$ cat src/rtl/trig_gate_gen.sv
`default_nettype none
// ============================================================================
// Module   : trig_gate_gen
// Function : Turns accepted one-cycle pulses into delay/gate/deadtime trigger
//            gates and keeps saturating accept/veto counters.
// Revision : 1.0 - initial release
// ============================================================================
module trig_gate_gen #(
    parameter int DLY_W = 8,
    parameter int WID_W = 8,
    parameter int CNT_W = 16
) (
    input  logic             clk,
    input  logic             reset_n,
    input  logic             in_pulse,
    input  logic             enable,
    input  logic [DLY_W-1:0] cfg_delay,
    input  logic [WID_W-1:0] cfg_width,
    input  logic [DLY_W-1:0] cfg_dead,
    input  logic             count_clr,
    output logic             gate_out,
    output logic             busy,
    output logic [CNT_W-1:0] accept_cnt,
    output logic [CNT_W-1:0] veto_cnt
);

    localparam int TW = (DLY_W > WID_W) ? DLY_W : WID_W;

    typedef enum logic [1:0] {
        S_IDLE  = 2'd0,
        S_DELAY = 2'd1,
        S_GATE  = 2'd2,
        S_DEAD  = 2'd3
    } state_t;

    state_t             r_state;
    state_t             w_state_nxt;
    logic [TW-1:0]      r_tmr;
    logic [TW-1:0]      w_tmr_nxt;
    logic [WID_W-1:0]   r_width_m1;
    logic [DLY_W-1:0]   r_dead;
    logic [WID_W-1:0]   w_cfg_width_m1;
    logic               w_accept;
    logic               w_veto;

    // Width is stored minus one so that a programmed 0 behaves like 1.
    assign w_cfg_width_m1 = (cfg_width == '0) ? '0 : cfg_width - WID_W'(1);
    assign w_accept       = in_pulse & enable & (r_state == S_IDLE);
    assign w_veto         = in_pulse & busy;

    // r_tmr holds the remaining cycles of the current state minus one.
    always_comb begin
        w_state_nxt = r_state;
        w_tmr_nxt   = r_tmr;
        case (r_state)
            S_IDLE: begin
                if (w_accept) begin
                    if (cfg_delay != '0) begin
                        w_state_nxt = S_DELAY;
                        w_tmr_nxt   = TW'(cfg_delay) - TW'(1);
                    end else begin
                        w_state_nxt = S_GATE;
                        w_tmr_nxt   = TW'(w_cfg_width_m1);
                    end
                end
            end
            S_DELAY: begin
                if (r_tmr == '0) begin
                    w_state_nxt = S_GATE;
                    w_tmr_nxt   = TW'(r_width_m1);
                end else begin
                    w_tmr_nxt = r_tmr - TW'(1);
                end
            end
            S_GATE: begin
                if (r_tmr == '0) begin
                    if (r_dead != '0) begin
                        w_state_nxt = S_DEAD;
                        w_tmr_nxt   = TW'(r_dead) - TW'(1);
                    end else begin
                        w_state_nxt = S_IDLE;
                    end
                end else begin
                    w_tmr_nxt = r_tmr - TW'(1);
                end
            end
            S_DEAD: begin
                if (r_tmr == '0) begin
                    w_state_nxt = S_IDLE;
                end else begin
                    w_tmr_nxt = r_tmr - TW'(1);
                end
            end
            default: begin
                w_state_nxt = S_IDLE;
                w_tmr_nxt   = '0;
            end
        endcase
    end

    always_ff @(posedge clk) begin
        if (!reset_n) begin
            r_state    <= S_IDLE;
            r_tmr      <= '0;
            r_width_m1 <= '0;
            r_dead     <= '0;
            gate_out   <= 1'b0;
            busy       <= 1'b0;
        end else begin
            r_state  <= w_state_nxt;
            r_tmr    <= w_tmr_nxt;
            gate_out <= (w_state_nxt == S_GATE);
            busy     <= (w_state_nxt != S_IDLE);
            if (w_accept) begin
                r_width_m1 <= w_cfg_width_m1;
                r_dead     <= cfg_dead;
            end
        end
    end

    always_ff @(posedge clk) begin
        if (!reset_n || count_clr) begin
            accept_cnt <= '0;
            veto_cnt   <= '0;
        end else begin
            if (w_accept && (accept_cnt != {CNT_W{1'b1}})) begin
                accept_cnt <= accept_cnt + CNT_W'(1);
            end
            if (w_veto && (veto_cnt != {CNT_W{1'b1}})) begin
                veto_cnt <= veto_cnt + CNT_W'(1);
            end
        end
    end

endmodule
`default_nettype wire

$ cat config.mk
export PLATFORM = sky130hd
export DESIGN_NAME = trig_gate_gen
export DESIGN_NICKNAME = d
export VERILOG_FILES = /design/src/rtl/trig_gate_gen.sv
export SDC_FILE = /design/constraint.sdc
export NUM_CORES = 1
export LEC_CHECK = 0
export BUFFER_PORTS_ARGS = -buffer_cell sky130_fd_sc_hd__buf_2
export CAP_MARGIN = 25
export CORE_MARGIN = 2
export CORE_UTILIZATION = 60
export DETAILED_ROUTE_END_ITERATION = 8
export HOLD_SLACK_MARGIN = 0.1
export PLACE_DENSITY_LB_ADDON = 0.05
export SETUP_SLACK_MARGIN = 0.15
export SYNTH_ARGS = -nofsm -noshare
export SYNTH_HDL_FRONTEND = slang
export SYNTH_SLANG_ARGS = --single-unit
$ cat constraint.sdc
create_clock -name clk -period 7.1 [get_ports clk]
set_clock_uncertainty 0.1 [all_clocks]
set_input_delay 1.42 -clock clk [delete_from_list [all_inputs] [get_ports clk]]
set_output_delay 1.42 -clock clk [all_outputs]
set_load 0.02 [all_outputs]
==> results of run 1 <==
power breakdown:
| part | switching, mW | internal (mW) | leakage (nW) |
|---|---|---|---|
| combinational | 0.147 | 0.0997 | 1.01 |
| clock | 0.131 | 0.232 | 0.117 |
| sequential | 0.0317 | 0.359 | 0.488 |
| total | 0.309 | 0.691 | 1.62 |
cells in the mapped netlist (all sizes together) (5+ instances only):
cell,count,share of area [%]
nor2,55,6.4
inv,20,2.2
xnor2,11,2.9
or3,7,1.3
a31oi,7,1.3
ha,8,3.0
o21ai,16,2.4
nor4,9,1.7
a211oi,6,1.3
nand4,16,3.0
dfxtp,60,36
mux2i,7,2.1
nand2,43,4.8
a21oi,28,4.2
o31ai,5,1.1
or4,6,1.6
clkbuf,12,1.3
and3,8,1.5
xor2,28,7.3
nor3,8,1.2
nand3,14,2.1
through the flow:
step,cells,utilization [%]
2_1_floorplan,421,-
4_1_cts,557,72.9
3_3_place_gp,539,67.9
3_5_place_dp,541,68.6
6_report,557,72.9
5_1_grt,557,72.9
sequential cells by signal (all words and copies together) (netlist names):
name,cells
r_tmr,8
accept_cnt,16
r_width_m1,8
busy,1
veto_cnt,16
r_state,2
gate_out,1
r_dead,8
worst max-delay path by stage:
stage | startpoint | end | slack [ns] | depth (start not counted)
3_3_place_gp | enable | accept_cnt[10]$_SDFFE_PP0P_ | 3.29 | 7
3_5_place_dp | cfg_width[0] | r_tmr[6]$_SDFFE_PN0P_ | 3.49 | 9
4_1_cts | cfg_width[0] | r_tmr[6]$_SDFFE_PN0P_ | 3.84 | 9
2_1_floorplan | cfg_width[0] | r_tmr[6]$_SDFFE_PN0P_ | 3.72 | 9
6_report | cfg_width[0] | r_tmr[6]$_SDFFE_PN0P_ | 3.82 | 9
5_1_grt | cfg_width[0] | r_tmr[6]$_SDFFE_PN0P_ | 3.75 | 9
routing by layer:
| layer | wire length, um | share of wire (%) | global-route usage [%] |
|---|---|---|---|
| met1 | 3490 | 44 | 33.3 |
| met2 | 3930 | 49 | 47.2 |
| met3 | 409 | 5.1 | 5.06 |
| met4 | 159 | 2.0 | 12.6 |
| met5 | 0 | 0 | 0 |
critical path, stage by stage:
cell and delay (ns):
buf_2 0.13, inv_1 0.06, ha_1 0.23, or3b_1 0.46, or4_4 0.52, a311oi_2 0.27, a211o_1 0.13, nand4_1 0.09
a21oi_1 0.14
area by class of cell:
type                    instances  area [sq um]  area share (%)
multi-input cells             324          2010            50.8
flip-flops and latches         60          1200            30.3
repair buffers                 64           349            8.81
clock buffers                  11           131            3.32
clock inverters                 5           100            2.53
well taps                      72          90.1            2.27
inverters                      21          78.8            1.99
kinds of logic (layout without fill, tap and decap cells):
logic type | Yosys count | count (layout) | share of synthesized area (%)
muxes | 9 | 9 | 2.77
xor gates and xnor gates | 39 | 39 | 10.2
DFF | 60 | 60 | 35.9
AOI/OAI and AO/OA | 84 | 84 | 16.2
buffers and inverters | 37 | 101 | 4.31
adders and majority gates | 8 | 8 | 3.00
and+or+nand+nor | 184 | 184 | 27.6
==> flow_metrics.env, run 1 <==
export IMPL_min_to="r_width_m1[0]$_SDFFE_PN0P_"
export IMPL_antennaDiodeCount=0
export IMPL_io_pins=63
export IMPL_cp_end_kind="register"
export IMPL_worst_path_max_fanout=6
export IMPL_row_count=27
export IMPL_r2r_start="r_tmr[0]$_SDFFE_PN0P_"
export IMPL_synth_edf_count=0
export IMPL_nets=517
export IMPL_final_max_slew_viol_count=0
export IMPL_final_setup_tns_ns=0
export IMPL_syn_cell_area_sq_um=3340
export IMPL_syn_inst=421
export IMPL_drtPass1Iterations=5
export IMPL_dieWidth_um=78.6
export IMPL_min_delay_start="r_width_m1[0]$_SDFFE_PN0P_"
export IMPL_ir_worst_vdd_mv=0.186
export IMPL_whs_path_depth=2
export IMPL_reg2reg_slack_ns=4.06
export IMPL_synth_area_per_cell_sq_um=7.94
export IMPL_grt_overflow=0
export IMPL_core_area_sq_um=5440
export IMPL_rsz0062_at_grt="no"
export IMPL_timing_final_crit_period_ns=3.28
export IMPL_wl_per_cell_um=14.3
export IMPL_drtIter0Drc=198
export IMPL_ys_ff_latch=60
export IMPL_synth_warnings=0
export IMPL_grtUsageTotal_pct=27.5
export IMPL_final_common_cell="buf_2"
export IMPL_hold_buffers=0
export IMPL_antenna_found_initial=0
export IMPL_postCtsResizedCells=0
export IMPL_whs_ns=0.362
export IMPL_p_leak_nw=1.62
export IMPL_vias=3248
export IMPL_cp_arrival_ns=3.43
export IMPL_synthArstFlopShare_pct=0
export IMPL_ctsRootBufferMaster="clkbuf_8"
export IMPL_synth_nets=458
export IMPL_final_cell_mix="buf_2 (62), dfxtp_1 (60), nor2_1 (54), nand2_1 (43)"
export IMPL_synth_cell_types=52
export IMPL_crit_type="primary input to register"
export IMPL_final_area_sq_um=3960
export IMPL_reg2reg_depth=8
export IMPL_post_dp_hpwl_um=5820
export IMPL_wirelength_um=7990
export IMPL_die_h_um=78.6
export IMPL_grt_pass1_wl_um=13500
export IMPL_start_util_pct=61.4
export IMPL_drv_cap=0
export IMPL_cp_start_kind="primary input"
export IMPL_gp_congestion=0.899
export IMPL_antenna_left=0
export IMPL_hp_class="register to register"
export IMPL_grt_max_degree=25
export IMPL_dieArea_sq_um=6180
export IMPL_layout_drive_gt1_share_pct=18.4
export IMPL_clkTransAtPathRegs_ns=0.06
export IMPL_status="complete, no violations"
export IMPL_fmax_mhz=305
export IMPL_max_clock_path_buffers=2
export IMPL_pre_cts_slack_ns=3.49
export IMPL_htree_num_levels=3
export IMPL_synthFlopType="dfxtp_1"
export IMPL_clock_sinks=60
export IMPL_pwr_density_cell_nw_per_um2=253
export IMPL_critPathRequiredTime_ns=7.25
export IMPL_numPortBuffers=62
export IMPL_routed_via_density=5.83
export IMPL_fillCellCount=465
export IMPL_seq_area_frac_synth_pct=35.9
export IMPL_worst_pin_slew_ns=1.04
export IMPL_cts_made_buffers=9
export IMPL_dpl_cell_area_sq_um=3730
export IMPL_grt_pass1_vias=3028
export IMPL_fin_total_pwr_mw=1.00
export IMPL_cts_tree="built"
export IMPL_hold_viol_final=0
export IMPL_post_cts_buffers=0
export IMPL_worst_slew_margin_rel_pct=30.5
export IMPL_insertion_delay_ns=0.33
export IMPL_fin_crit_sh_pct=46.2
export IMPL_syn_to_final_growth_pct=18.6
export IMPL_setup_violations_final=0
export IMPL_drc=0
export IMPL_fin_ws_ns=3.82
export IMPL_timing_rr_end="r_tmr[4]$_SDFFE_PN0P_"
Note: power is estimated with default switching activity, not from simulation.
==> inputs of run 2 (changes only) <==
CORE_UTILIZATION = 56   (was 60)
clock period = 3.2 ns   (was 7.1 ns; I/O delays follow)
==> run 2 against run 1 <==
Total power is 100% higher. Largest cell class unchanged. Sequential power grew 120%. Sequential cell count unchanged.
==> flow_metrics.env, run 2 (same netlist as run 1, synthesis figures left out) <==
export IMPL_grt_overflow=0
export IMPL_power_switching_share_pct=34.0
export IMPL_fin_crit_sh_pct=79.9
export IMPL_cts_made_buffers=9
export IMPL_dieArea_sq_um=6600
export IMPL_grt_pass1_wl_um=12900
export IMPL_post_cts_buffers=0
export IMPL_p_int_mw=1.33
export IMPL_insertion_delay_ns=0.33
export IMPL_fillCellCount=522
export IMPL_die_h_um=81.3
export IMPL_cp_end_kind="register"
export IMPL_combPwrFrac_pct=28.4
export IMPL_pwr_density_cell_nw_per_um2=513
export IMPL_fmax_mhz=391
export IMPL_final_max_slew_viol_count=0
export IMPL_htree_num_levels=3
export IMPL_dieWidth_um=81.3
export IMPL_timing_final_crit_period_ns=2.56
export IMPL_drc=0
export IMPL_hold_viol_final=0
export IMPL_cp_start_kind="register"
export IMPL_setup_violations_final=0
export IMPL_drtIter0Drc=168
export IMPL_crit_type="register to register"
export IMPL_max_clock_path_buffers=2
export IMPL_worst_path_max_fanout=6
export IMPL_grt_max_degree=33
export IMPL_status="complete, no violations"
export IMPL_gp_congestion=0.870
export IMPL_io_pins=63
export IMPL_min_delay_start="r_width_m1[0]$_SDFFE_PN0P_"
export IMPL_fin_cells=565
export IMPL_rsz0062_at_grt="no"
export IMPL_layout_drive_gt1_share_pct=19.4
export IMPL_wl_per_cell_um=13.9
export IMPL_numPortBuffers=62
export IMPL_row_count=28
export IMPL_antennaDiodeCount=0
export IMPL_worst_slew_margin_rel_pct=49.7
export IMPL_start_util_pct=57.1
export IMPL_cts_tree="built"
export IMPL_syn_to_final_growth_pct=17.2
export IMPL_vias=3234
export IMPL_dpl_cell_count=549
export IMPL_ir_worst_vdd_mv=0.341
export IMPL_critPathRequiredTime_ns=3.29
export IMPL_final_setup_tns_ns=0
export IMPL_reg_largest_list="accept_cnt: 16 flops, veto_cnt: 16 flops"
export IMPL_regArea_sq_um=1200
export IMPL_postCtsResizedCells=0
export IMPL_core_area_sq_um=5850
export IMPL_final_cell_mix="buf_2 (62), dfxtp_1 (60), nor2_1 (54), nand2_1 (43)"
export IMPL_post_dp_hpwl_um=5860
export IMPL_drv_cap=0
export IMPL_grtUsageTotal_pct=25.3
export IMPL_power_switching_mw=0.683
export IMPL_worst_pin_slew_ns=0.735
export IMPL_antenna_left=0
export IMPL_clock_power_share_pct=28.9
export IMPL_r2r_start="r_tmr[0]$_SDFFE_PN0P_"
export IMPL_final_common_cell="buf_2"
export IMPL_crit_start="r_tmr[0]$_SDFFE_PN0P_"
export IMPL_clkTransAtPathRegs_ns=0.06
export IMPL_drtPass1Iterations=5
export IMPL_wirelength_um=7870
export IMPL_grt_pass1_vias=2930
export IMPL_antenna_found_initial=0
export IMPL_p_leak_nw=1.60
export IMPL_multi_input_area_sq_um=2010
export IMPL_cp_arrival_ns=2.65
export IMPL_ctsRootBufferMaster="clkbuf_8"
export IMPL_nets=522
export IMPL_clock_sinks=60
export IMPL_seqPwrFrac_pct=42.7
export IMPL_hold_buffers=0
export IMPL_hp_class="register to register"
export IMPL_routed_via_density=5.72
run 2: cell types whose count changed in the layout (fill, tap and decap cells not counted):
| cell | delta |
|---|---|
| clkbuf_1 | -1 |
| bufinv_16 | -3 |
| clkbuf_8 | +1 |
| buf_4 | +7 |
| clkinvlp_4 | +1 |
| clkinv_2 | +2 |
| buf_6 | -1 |
| buf_16 | -1 |
run 2: power by group through the flow:
| stage | Combinational [mW] | Clock, mW | Sequential [mW] |
|---|---|---|---|
| 2_1_floorplan | 0.415 | 0 | 0.856 |
| 3_3_place_gp | 0.556 | 0 | 0.871 |
| 3_5_place_dp | 0.559 | 0 | 0.872 |
| 4_1_cts | 0.562 | 0.596 | 0.856 |
| 5_1_grt | 0.636 | 0.638 | 0.866 |
| 6_report | 0.571 | 0.582 | 0.858 |
run 2: final cells by class:
type / count / area share [%]
multi-input cells: 324 / 51.4
clock buffers: 11 / 3.61
well taps: 75 / 2.40
repair buffers: 69 / 9.26
clock inverters: 5 / 0.703
flip-flops and latches: 60 / 30.7
inverters: 21 / 2.01
run 2: metrics by stage:
stage | setup WS, ns | hold slack, ns | utilization (%) | power [mW] | area (sq um)
finish | 0.643 | 0.356 | 67.0 | 2.01 | 3920
global route | 0.365 | 0.387 | 67.0 | 2.14 | 3920
CTS | 0.673 | 0.360 | 67.0 | 2.01 | 3920
detailed placement | 0.367 | 0.351 | 64.1 | 1.43 | 3750
global placement | 0.418 | 0.345 | 64.1 | 1.43 | 3750
floorplan | 0.597 | 0.333 | - | 1.27 | 3340
run 2: critical path: stages, from the launching register on:
cell and delay, ns:
dfxtp_1 0.36, inv_1 0.10, ha_1 0.18, or3b_2 0.49
or2_1 0.34, nor2_4 0.19, a222oi_1 0.13, a2111oi_0 0.44
a211oi_1 0.09
run 2: path summary, 6_finish.rpt:
path | endpoint | cells after the start | slack [ns]
max | r_tmr[1]$_SDFFE_PN0P_ | 8 | 0.64
min | r_width_m1[0]$_SDFFE_PN0P_ | 2 | 0.36
max reg2reg | r_tmr[1]$_SDFFE_PN0P_ | 8 | 0.64
min reg2reg | r_width_m1[0]$_SDFFE_PN0P_ | 2 | 0.36
run 2: metal layers:
layer	GRT usage [%]	vias up	part of all wire, %
met4	8.47	0	0.72
met1	30.9	1473	44
met2	43.8	115	50
met5	0	-	0
met3	5.89	8	5.8
li1	-	1638	-
